===== src/rtl/seq_div_16by8.sv =====
// Sequential unsigned restoring divider: 2N-bit dividend / N-bit divisor -> N-bit quotient and
// remainder in N iteration cycles, with divide-by-zero and quotient-overflow detection.
module seq_div_16by8 #(
    parameter int unsigned N = 8
) (
    input  logic           clk,
    input  logic           rst,
    input  logic           start,
    input  logic [2*N-1:0] dividend,
    input  logic [N-1:0]   divisor,
    output logic           busy,
    output logic           done,
    output logic [N-1:0]   quotient,
    output logic [N-1:0]   remainder,
    output logic           div_by_zero,
    output logic           overflow
);

    localparam int unsigned CW = $clog2(N + 1);

    typedef enum logic [1:0] {StIdle, StCalc, StErr, StDone} state_e;

    state_e        state;
    logic [N:0]    rem_acc;
    logic [N-1:0]  quo_acc;
    logic [N-1:0]  dvsr;
    logic [CW-1:0] count;
    logic          err_zero;

    logic [N:0]    rem_shift;
    logic [N+1:0]  trial;
    logic          fits;
    logic [N:0]    rem_next;
    logic [N-1:0]  quo_next;
    logic          last;

    // One restoring step: shift {R,Q} left, subtract divisor, keep result only if non-negative.
    always_comb begin
        rem_shift = {rem_acc[N-1:0], quo_acc[N-1]};
        trial     = {1'b0, rem_shift} - {2'b00, dvsr};
        fits      = ~trial[N+1];
        rem_next  = fits ? trial[N:0] : rem_shift;
        quo_next  = {quo_acc[N-2:0], fits};
        last      = (count == CW'(N - 1));
    end

    always_ff @(posedge clk or posedge rst) begin
        if (rst) begin
            state       <= StIdle;
            rem_acc     <= '0;
            quo_acc     <= '0;
            dvsr        <= '0;
            count       <= '0;
            err_zero    <= 1'b0;
            busy        <= 1'b0;
            done        <= 1'b0;
            quotient    <= '0;
            remainder   <= '0;
            div_by_zero <= 1'b0;
            overflow    <= 1'b0;
        end else begin
            done <= 1'b0;
            case (state)
                StIdle, StDone: begin
                    state <= StIdle;
                    if (start) begin
                        dvsr <= divisor;
                        busy <= 1'b1;
                        if (divisor == '0) begin
                            err_zero <= 1'b1;
                            state    <= StErr;
                        end else if (dividend[2*N-1:N] >= divisor) begin
                            err_zero <= 1'b0;
                            state    <= StErr;
                        end else begin
                            rem_acc <= {1'b0, dividend[2*N-1:N]};
                            quo_acc <= dividend[N-1:0];
                            count   <= '0;
                            state   <= StCalc;
                        end
                    end
                end
                StCalc: begin
                    rem_acc <= rem_next;
                    quo_acc <= quo_next;
                    count   <= count + CW'(1);
                    if (last) begin
                        state       <= StDone;
                        busy        <= 1'b0;
                        done        <= 1'b1;
                        quotient    <= quo_next;
                        remainder   <= rem_next[N-1:0];
                        div_by_zero <= 1'b0;
                        overflow    <= 1'b0;
                    end
                end
                StErr: begin
                    state       <= StDone;
                    busy        <= 1'b0;
                    done        <= 1'b1;
                    quotient    <= '1;
                    remainder   <= '0;
                    div_by_zero <= err_zero;
                    overflow    <= ~err_zero;
                end
                default: state <= StIdle;
            endcase
        end
    end

endmodule


===== config.mk =====
export PLATFORM = sky130hd
export DESIGN_NAME = seq_div_16by8
export DESIGN_NICKNAME = d
export VERILOG_FILES = /design/src/rtl/seq_div_16by8.sv
export SDC_FILE = /design/constraint.sdc
export NUM_CORES = 1
export LEC_CHECK = 0
export ABC_AREA = 1
export BUFFER_PORTS_ARGS = -buffer_cell sky130_fd_sc_hd__buf_4
export CAP_MARGIN = 10
export CORE_MARGIN = 5
export CORE_UTILIZATION = 55
export DETAILED_ROUTE_END_ITERATION = 7
export HOLD_SLACK_MARGIN = 0.08
export PLACE_DENSITY_LB_ADDON = 0.3
export SYNTH_ARGS = -nofsm -noshare
export SYNTH_HDL_FRONTEND = slang
export SYNTH_SLANG_ARGS = --single-unit

===== constraint.sdc =====
create_clock -name clk -period 3.75 [get_ports clk]
set_clock_uncertainty 0.15 [all_clocks]
set_input_delay 0.5625 -clock clk [delete_from_list [all_inputs] [get_ports clk]]
set_output_delay 0.5625 -clock clk [all_outputs]
set_load 0.02 [all_outputs]

==> impl_metrics.py, run 1 <==
metrics = {
    "clock_network": {
        "cts_resized": 0,
        "ctsHoldBuffers": 0,
        "h-tree-depth": 2,
        "clkLatencyLatePin_ns": 0.30,
        "cts_sinks": 51,
        "cts_setup_buffers": 0,
        "cts-root-buf": "clkbuf_8",
        "clockBufferDepth": 2,
        "cts_tree": "done",
        "path_clk_slew_ns": 0.10,
        "numCtsBuffers": 5,
    },
    "timing": {
        "max_freq_ghz": 0.4018,
        "grt_setup_unrepaired": "no",
        "period_needed_ns": 2.489,
        "tightestPinTransition_ns": 1.035,
        "fin_tns_setup_ns": 0,
        "hold_violations": 0,
        "drv_slew": 0,
        "setup_viol": 0,
        "slew_headroom_pct": 30.88,
        "timing.final.crit_share_pct": 66.37,
    },
    "yosys": {
        "synth_edf_count": 0,
        "post_synth.cell_area_avg_um2": 7.625,
        "ys.flop_type": "dfrtp_1",
        "synth_xor_area_share_pct": 0.8571,
        "synth_mux_area_share_pct": 0.9796,
        "synth_top_family_by_area": "simple AND/OR/NAND/NOR gates",
        "synth_cells": 402,
        "synthArstFlopShare_pct": 100.0,
        "syn-cell-area_um2": 3065,
        "synth.distinct_cells": 34,
        "synth_compound_gate_area_share_pct": 12.57,
        "yosys.area_share.simple_pct": 25.14,
        "yosys_register_bits": 51,
        "syn_nets": 449,
        "yosysWarnings": 0,
        "yosysSeqAreaShare_pct": 41.63,
        "synth_fa_ha_area_share_pct": 8.408,
    },
    "place": {
        "dpl-instance-area_um2": 3463,
        "portBuffers": 46,
        "gp_congestion": 0.8723,
        "hpwlAfterDp_mm": 5.138,
    },
    "floorplanning": {
        "rows": 27,
        "die_h_um": 84.66,
        "die-area_um2": 7166,
        "ios": 47,
        "start_util_pct": 56.01,
        "coreArea_um2": 5473,
        "die_w_um": 84.66,
    },
    "critical_path": {
        "rr_worst_depth": 6,
        "crit_family": "simple AND/OR/NAND/NOR gates",
        "worstReg2RegEnd": "count[2]",
        "worstPathArrival_ns": 2.54,
        "crit_path_top_delay_cell": "nand2_1",
        "r2r_start": "state[0]",
        "rrSetupSlack_ns": 1.26,
        "crit_path_end_kind": "flop",
        "crit_top_cell": "nand2_1",
        "crit_type": "reg2reg",
        "cp_cell_sequence": "inv_1 -> ha_1 -> nand2_1 -> nand2_1 -> nand2_1 -> o21ai_0",
        "setup.worst_path.start_class": "flop",
        "path_max_fanout": 32,
        "crit_buf_inv": 1,
        "crit_start": "state[0]",
        "cp.required_ns": 3.80,
        "cpPeakStageDelay_ns": 0.55,
    },
    "global_route": {
        "grt_pass1_wl_mm": 11.78,
        "antenna_found_initial": 0,
        "grt_pass1_vias": 2649,
        "overflow": 0,
        "grt_usage_pct": 19.64,
        "grt_max_degree": 52,
    },
    "finish": {
        "area_delta_synth_final_pct": 16.94,
        "drive_above_1_share_pct": 16.07,
        "antennaDiodeCount": 0,
        "final_common_cell": "nand2_1",
        "finish.instance_area_um2": 3585,
        "final_cell_mix": "nand2_1 (119), inv_1 (69), dfrtp_1 (51)",
        "fillers": 475,
        "finalNetCount": 494,
    },
    "routing": {
        "wl_per_cell_um": 12.93,
        "drtIter0Drc": 223,
        "final_antenna_net_count": 0,
        "wl_mm": 6.722,
        "via_count": 2667,
        "drc": 0,
        "drt_pass1_iterations": 4,
        "viasPerCell": 5.129,
    },
    "min_path": {
        "hold_class": "reg2reg",
        "worstHoldStart": "dvsr[6]",
        "whs_path_depth": 2,
        "min_to": "dvsr[6]",
    },
    "outcome": {
        "outcome": "finished clean",
    },
    "power_and_ir_drop": {
        "p_leak_nw": 1.933,
        "ir_worst_vdd_v": 0.0006055,
        "powerDensity_nw_per_um2": 916.6,
    },
    "job": {
        "cap_violations": 0,
    },
}
==> worst max path at each step <==
stage                  to  cells past startpoint
6_report         count[2]                      6
5_1_grt          count[3]                      6
4_1_cts        quo_acc[2]                      6
3_5_place_dp   quo_acc[2]                      9
3_3_place_gp   quo_acc[3]                      9
2_1_floorplan    count[0]                     10
==> cell usage after synthesis (all sizes together), types with 2 or more instances <==
cell      n  area [um2]
nand2   122       465.5
o21ai    53       269.0
nor3      2       10.01
nand4    11       75.07
dfrtp    51        1276
inv      70       262.8
buf       5       33.78
mux2i     3       30.03
nor2     10       47.55
a21oi    15       86.34
nand3    23       145.1
ha       19       237.7
xor2      2       17.52
or2       4       27.53
clkbuf    5       18.77
==> logic make-up after synthesis <==
| group | count (synthesis) |
|---|---|
| compound gates | 72 |
| flops | 51 |
| buf+inv | 81 |
| fa+ha+maj | 20 |
| xor+xnor | 3 |
| mux | 3 |
| simple gates | 172 |
==> power breakdown <==
part / switching [W] / internal, W / total (W) / leakage (nW)
Sequential: 0.000136 / 0.000765 / 0.000901 / 0.652
Clock: 0.000184 / 0.000220 / 0.000403 / 0.0618
Combinational: 0.00129 / 0.000695 / 0.00198 / 1.22
==> sequential cells by signal, summed over array words and instances (netlist names) <==
| signal | count |
|---|---|
| err_zero | 1 |
| remainder | 8 |
| count | 4 |
| done | 1 |
| rem_acc | 8 |
| state | 2 |
| quo_acc | 8 |
| quotient | 8 |
| overflow | 1 |
| dvsr | 8 |
| busy | 1 |
| div_by_zero | 1 |
==> metrics by stage <==
step	power [W]	worst slack [ns]	utilization, %	hold WS (ns)	cells
6_report	0.003286	1.261	65.50	0.3439	520
2_1_floorplan	0.002400	1.760	-	0.3030	402
4_1_cts	0.003291	1.244	65.50	0.3464	520
3_5_place_dp	0.002878	1.005	63.28	0.3231	512
3_3_place_gp	0.002808	1.095	63.28	0.3155	512
5_1_grt	0.003612	0.8875	65.50	0.3664	520
==> worst reg2reg max path: cells and delay by family (launching register included) <==
kind	cells	cell delay, ns
and+or+nand+nor	3	1.03
AOI/OAI and AO/OA	1	0.42
DFF	1	0.37
adders and majority gates	1	0.37
buffers and inverters	1	0.06
==> metal layers <==
layer	GRT usage (%)	wire length (um)	up-vias
met4	3.453	48	0
met2	32.24	3063	79
met1	27.60	3240	1205
met5	0	0	-
met3	3.533	369	5
li1	-	-	1378
==> final cells by class <==
type | count | area (um2) | area share, %
well taps | 72 | 90.09 | 2.513
multi-input cells | 270 | 1470 | 41.01
repair buffers | 48 | 360.3 | 10.05
inverters | 71 | 266.5 | 7.435
clock inverters | 2 | 38.79 | 1.082
flip-flops and latches | 51 | 1276 | 35.60
clock buffers | 6 | 82.58 | 2.304
No activity file was read; power rests on OpenSTA's default activity.
==> inputs of run 2 (changes only) <==
--- a/config.mk
+++ b/config.mk
@@ -5,7 +5,7 @@
 export SDC_FILE = /design/constraint.sdc
 export NUM_CORES = 1
 export LEC_CHECK = 0
-export ABC_AREA = 1
+export ABC_AREA = 0
 export BUFFER_PORTS_ARGS = -buffer_cell sky130_fd_sc_hd__buf_4
 export CAP_MARGIN = 10
 export CORE_MARGIN = 5
==> constraint.sdc (replaced) <==
create_clock -name clk -period 2.52 [get_ports clk]
set_clock_uncertainty 0.15 [all_clocks]
set_input_delay 0.378 -clock clk [delete_from_list [all_inputs] [get_ports clk]]
set_output_delay 0.378 -clock clk [all_outputs]
set_load 0.02 [all_outputs]
==> run 2 against run 1 <==
Net effect:
- cell count down 16%
- non-clock buffer count up 15
- count of clock-buffer cells in the layout down 1
- synthesized cell count down 23%
- combinational power up 54%
- die area down 3.8%
- largest cell class unchanged
- highest routed layer unchanged
==> impl_metrics.py, run 2 <==
metrics = {
    "place": {
        "portBuffers": 46,
        "dp_cells": 431,
        "gp_congestion": 0.9101,
        "hpwlAfterDp_mm": 5.397,
    },
    "routing": {
        "final_antenna_net_count": 0,
        "wl_per_cell_um": 15.82,
        "wl_mm": 6.947,
        "viasPerCell": 5.838,
        "drtIter0Drc": 129,
        "via_count": 2563,
        "drc": 0,
        "drt_pass1_iterations": 4,
    },
    "timing": {
        "slew_headroom_pct": 57.41,
        "setup_viol": 0,
        "timing.final.crit_share_pct": 94.91,
        "fin_hold_ws_ns": 0.07553,
        "max_freq_ghz": 0.4181,
        "hold_violations": 0,
        "fin_tns_setup_ns": 0,
        "drv_slew": 0,
        "tightestPinTransition_ns": 0.6389,
        "period_needed_ns": 2.392,
        "grt_setup_unrepaired": "yes",
    },
    "finish": {
        "final_common_cell": "buf_4",
        "antennaDiodeCount": 0,
        "fillers": 413,
        "finalNetCount": 415,
        "drive_above_1_share_pct": 21.95,
        "fin_cells": 439,
        "final_cell_mix": "buf_4 (63), dfrtp_1 (51), nand2_1 (39)",
        "area_delta_synth_final_pct": 21.15,
    },
    "power_and_ir_drop": {
        "powerDensity_nw_per_um2": 1379,
        "total_power_w": 0.004900,
        "ir_worst_vdd_v": 0.0006692,
        "p_leak_nw": 1.719,
    },
    "clock_network": {
        "clkLatencyLatePin_ns": 0.31,
        "cts_sinks": 51,
        "cts_setup_buffers": 0,
        "cts_tree": "done",
        "path_clk_slew_ns": 0.10,
        "h-tree-depth": 2,
        "clockBufferDepth": 2,
        "cts-root-buf": "clkbuf_8",
        "numCtsBuffers": 5,
    },
    "critical_path": {
        "crit_path_end_kind": "flop",
        "r2r_start": "quo_acc[7]",
        "path_max_fanout": 4,
        "rrSetupSlack_ns": 0.13,
        "rr_worst_depth": 10,
        "worstPathArrival_ns": 2.43,
        "setup.worst_path.start_class": "flop",
        "crit_type": "reg2reg",
        "worstReg2RegEnd": "rem_acc[6]",
        "cp.required_ns": 2.55,
    },
    "yosys": {
        "yosysTopAreaCellShare_pct": 43.50,
        "yosys_register_bits": 51,
        "syn-cell-area_um2": 2934,
        "yosys.area_share.simple_pct": 13.22,
        "yosys-top-cells-count": "dfrtp_1 (51), nand2_1 (39), o21ai_0 (31)",
        "synth_compound_gate_area_share_pct": 25.25,
        "synth_cells": 310,
        "syn_nets": 357,
        "synth.largest_area_cell": "dfrtp_1",
        "synth_mux_area_share_pct": 3.113,
        "yosysWarnings": 0,
        "synth_top_family_by_area": "compound AO/OA/AOI/OAI gates",
        "yosysSeqAreaShare_pct": 43.50,
        "synthArstFlopShare_pct": 100.0,
        "synth_fa_ha_area_share_pct": 8.785,
        "synth.distinct_cells": 52,
        "synth.most_common_cell": "dfrtp_1",
        "post_synth.cell_area_avg_um2": 9.465,
        "ys.flop_type": "dfrtp_1",
        "synth_xor_area_share_pct": 0.8955,
        "synth_edf_count": 0,
        "yosys-top-cells-area": "dfrtp_1 (43%), ha_1 (8.1%), o21ai_0 (5.3%)",
    },
    "global_route": {
        "overflow": 0,
        "grt_pass1_vias": 2504,
        "grt_usage_pct": 20.85,
        "grt_pass1_wl_mm": 11.93,
        "grt_max_degree": 52,
        "antenna_found_initial": 0,
    },
    "floorplanning": {
        "die-area_um2": 6896,
        "coreArea_um2": 5140,
        "die_w_um": 83.04,
        "start_util_pct": 57.08,
        "rows": 26,
        "die_h_um": 83.04,
        "ios": 47,
    },
    "min_path": {
        "hold_class": "in2async",
    },
    "job": {
        "cap_violations": 0,
    },
    "outcome": {
        "outcome": "finished clean",
    },
}
## run 2: cell count changes after synthesis, sizes merged, moves of 5 or more
cell / before / now
nand3: 23 / 6
nor2: 10 / 16
inv: 70 / 27
nand4: 11 / 0
o31ai: 0 / 5
a21o: 0 / 6
nand2: 122 / 39
o21ai: 53 / 32
mux2i: 3 / 8
a221o: 0 / 8
## run 2: what timing repair did
action	in CTS	in global routing
gates resized for setup	0	3
hold buffers	0	0
setup endpoints to repair	0	4
## run 2: per-layer routing
layer / share of wire, % / GRT usage, % / up-vias
li1: - / - / 1237
met1: 47 / 29.41 / 1219
met2: 45 / 33.09 / 100
met3: 6.8 / 4.059 / 7
met4: 1.0 / 5.052 / 0
met5: 0 / 0 / -
## run 2: cell families (layout without fill, tap and decap cells)
| kind of cell | count (synthesis) | after routing |
|---|---|---|
| and+or+nand+nor | 84 | 84 |
| DFF | 51 | 51 |
| buffers and inverters | 39 | 98 |
| adders and majority gates | 20 | 20 |
| xor gates and xnor gates | 3 | 3 |
| muxes | 9 | 9 |
| AOI/OAI and AO/OA | 104 | 104 |
## run 2: how the worst max path moves through the flow
| stage | start | to | slack, ns | cells past startpoint |
|---|---|---|---|---|
| final | quo_acc[7] | rem_acc[6] | 0.13 | 10 |
| after global routing | quo_acc[7] | rem_acc[6] | -0.04 | 10 |
| after CTS | quo_acc[7] | rem_acc[6] | 0.04 | 10 |
| after detailed placement | dividend[8] | count[3] | 0.04 | 9 |
| after global placement | rem_acc[0] | rem_acc[3] | 0.10 | 7 |
| after floorplan | quo_acc[7] | rem_acc[6] | 0.25 | 10 |
## run 2: area by class of cell
type,instances,area (um2),area share [%]
clock buffers,5,68.82,1.936
clock inverters,3,26.28,0.7392
inverters,27,101.3,2.851
multi-input cells,220,1521,42.80
flip-flops and latches,51,1276,35.90
well taps,70,87.58,2.464
repair buffers,63,473.0,13.31
## run 2: power by group
group	leakage (nW)	internal [W]	total, W	switching [W]
clock	0.0491	0.000205	0.000494	0.000289
sequential	0.642	0.00115	0.00136	0.000218
combinational	1.03	0.00129	0.00304	0.00175
## run 2: critical path, stage by stage (launching register included)
cell      delay (ns)
dfrtp_1         0.42
inv_1           0.07
ha_1            0.17
inv_1           0.06
fa_1            0.41
a211oi_2        0.25
o21bai_1        0.12
a21oi_1         0.18
xnor2_1         0.10
a211oi_1        0.27
o31ai_1         0.09
## run 2: per-stage QoR
stage	instance area, um2	utilization (%)	setup slack [ns]
floorplan	2934	-	0.2528
global placement	3442	66.97	0.1003
detailed placement	3442	66.97	0.04087
CTS	3537	68.82	0.03737
global route	3555	69.16	-0.04064
finish	3555	69.16	0.1284
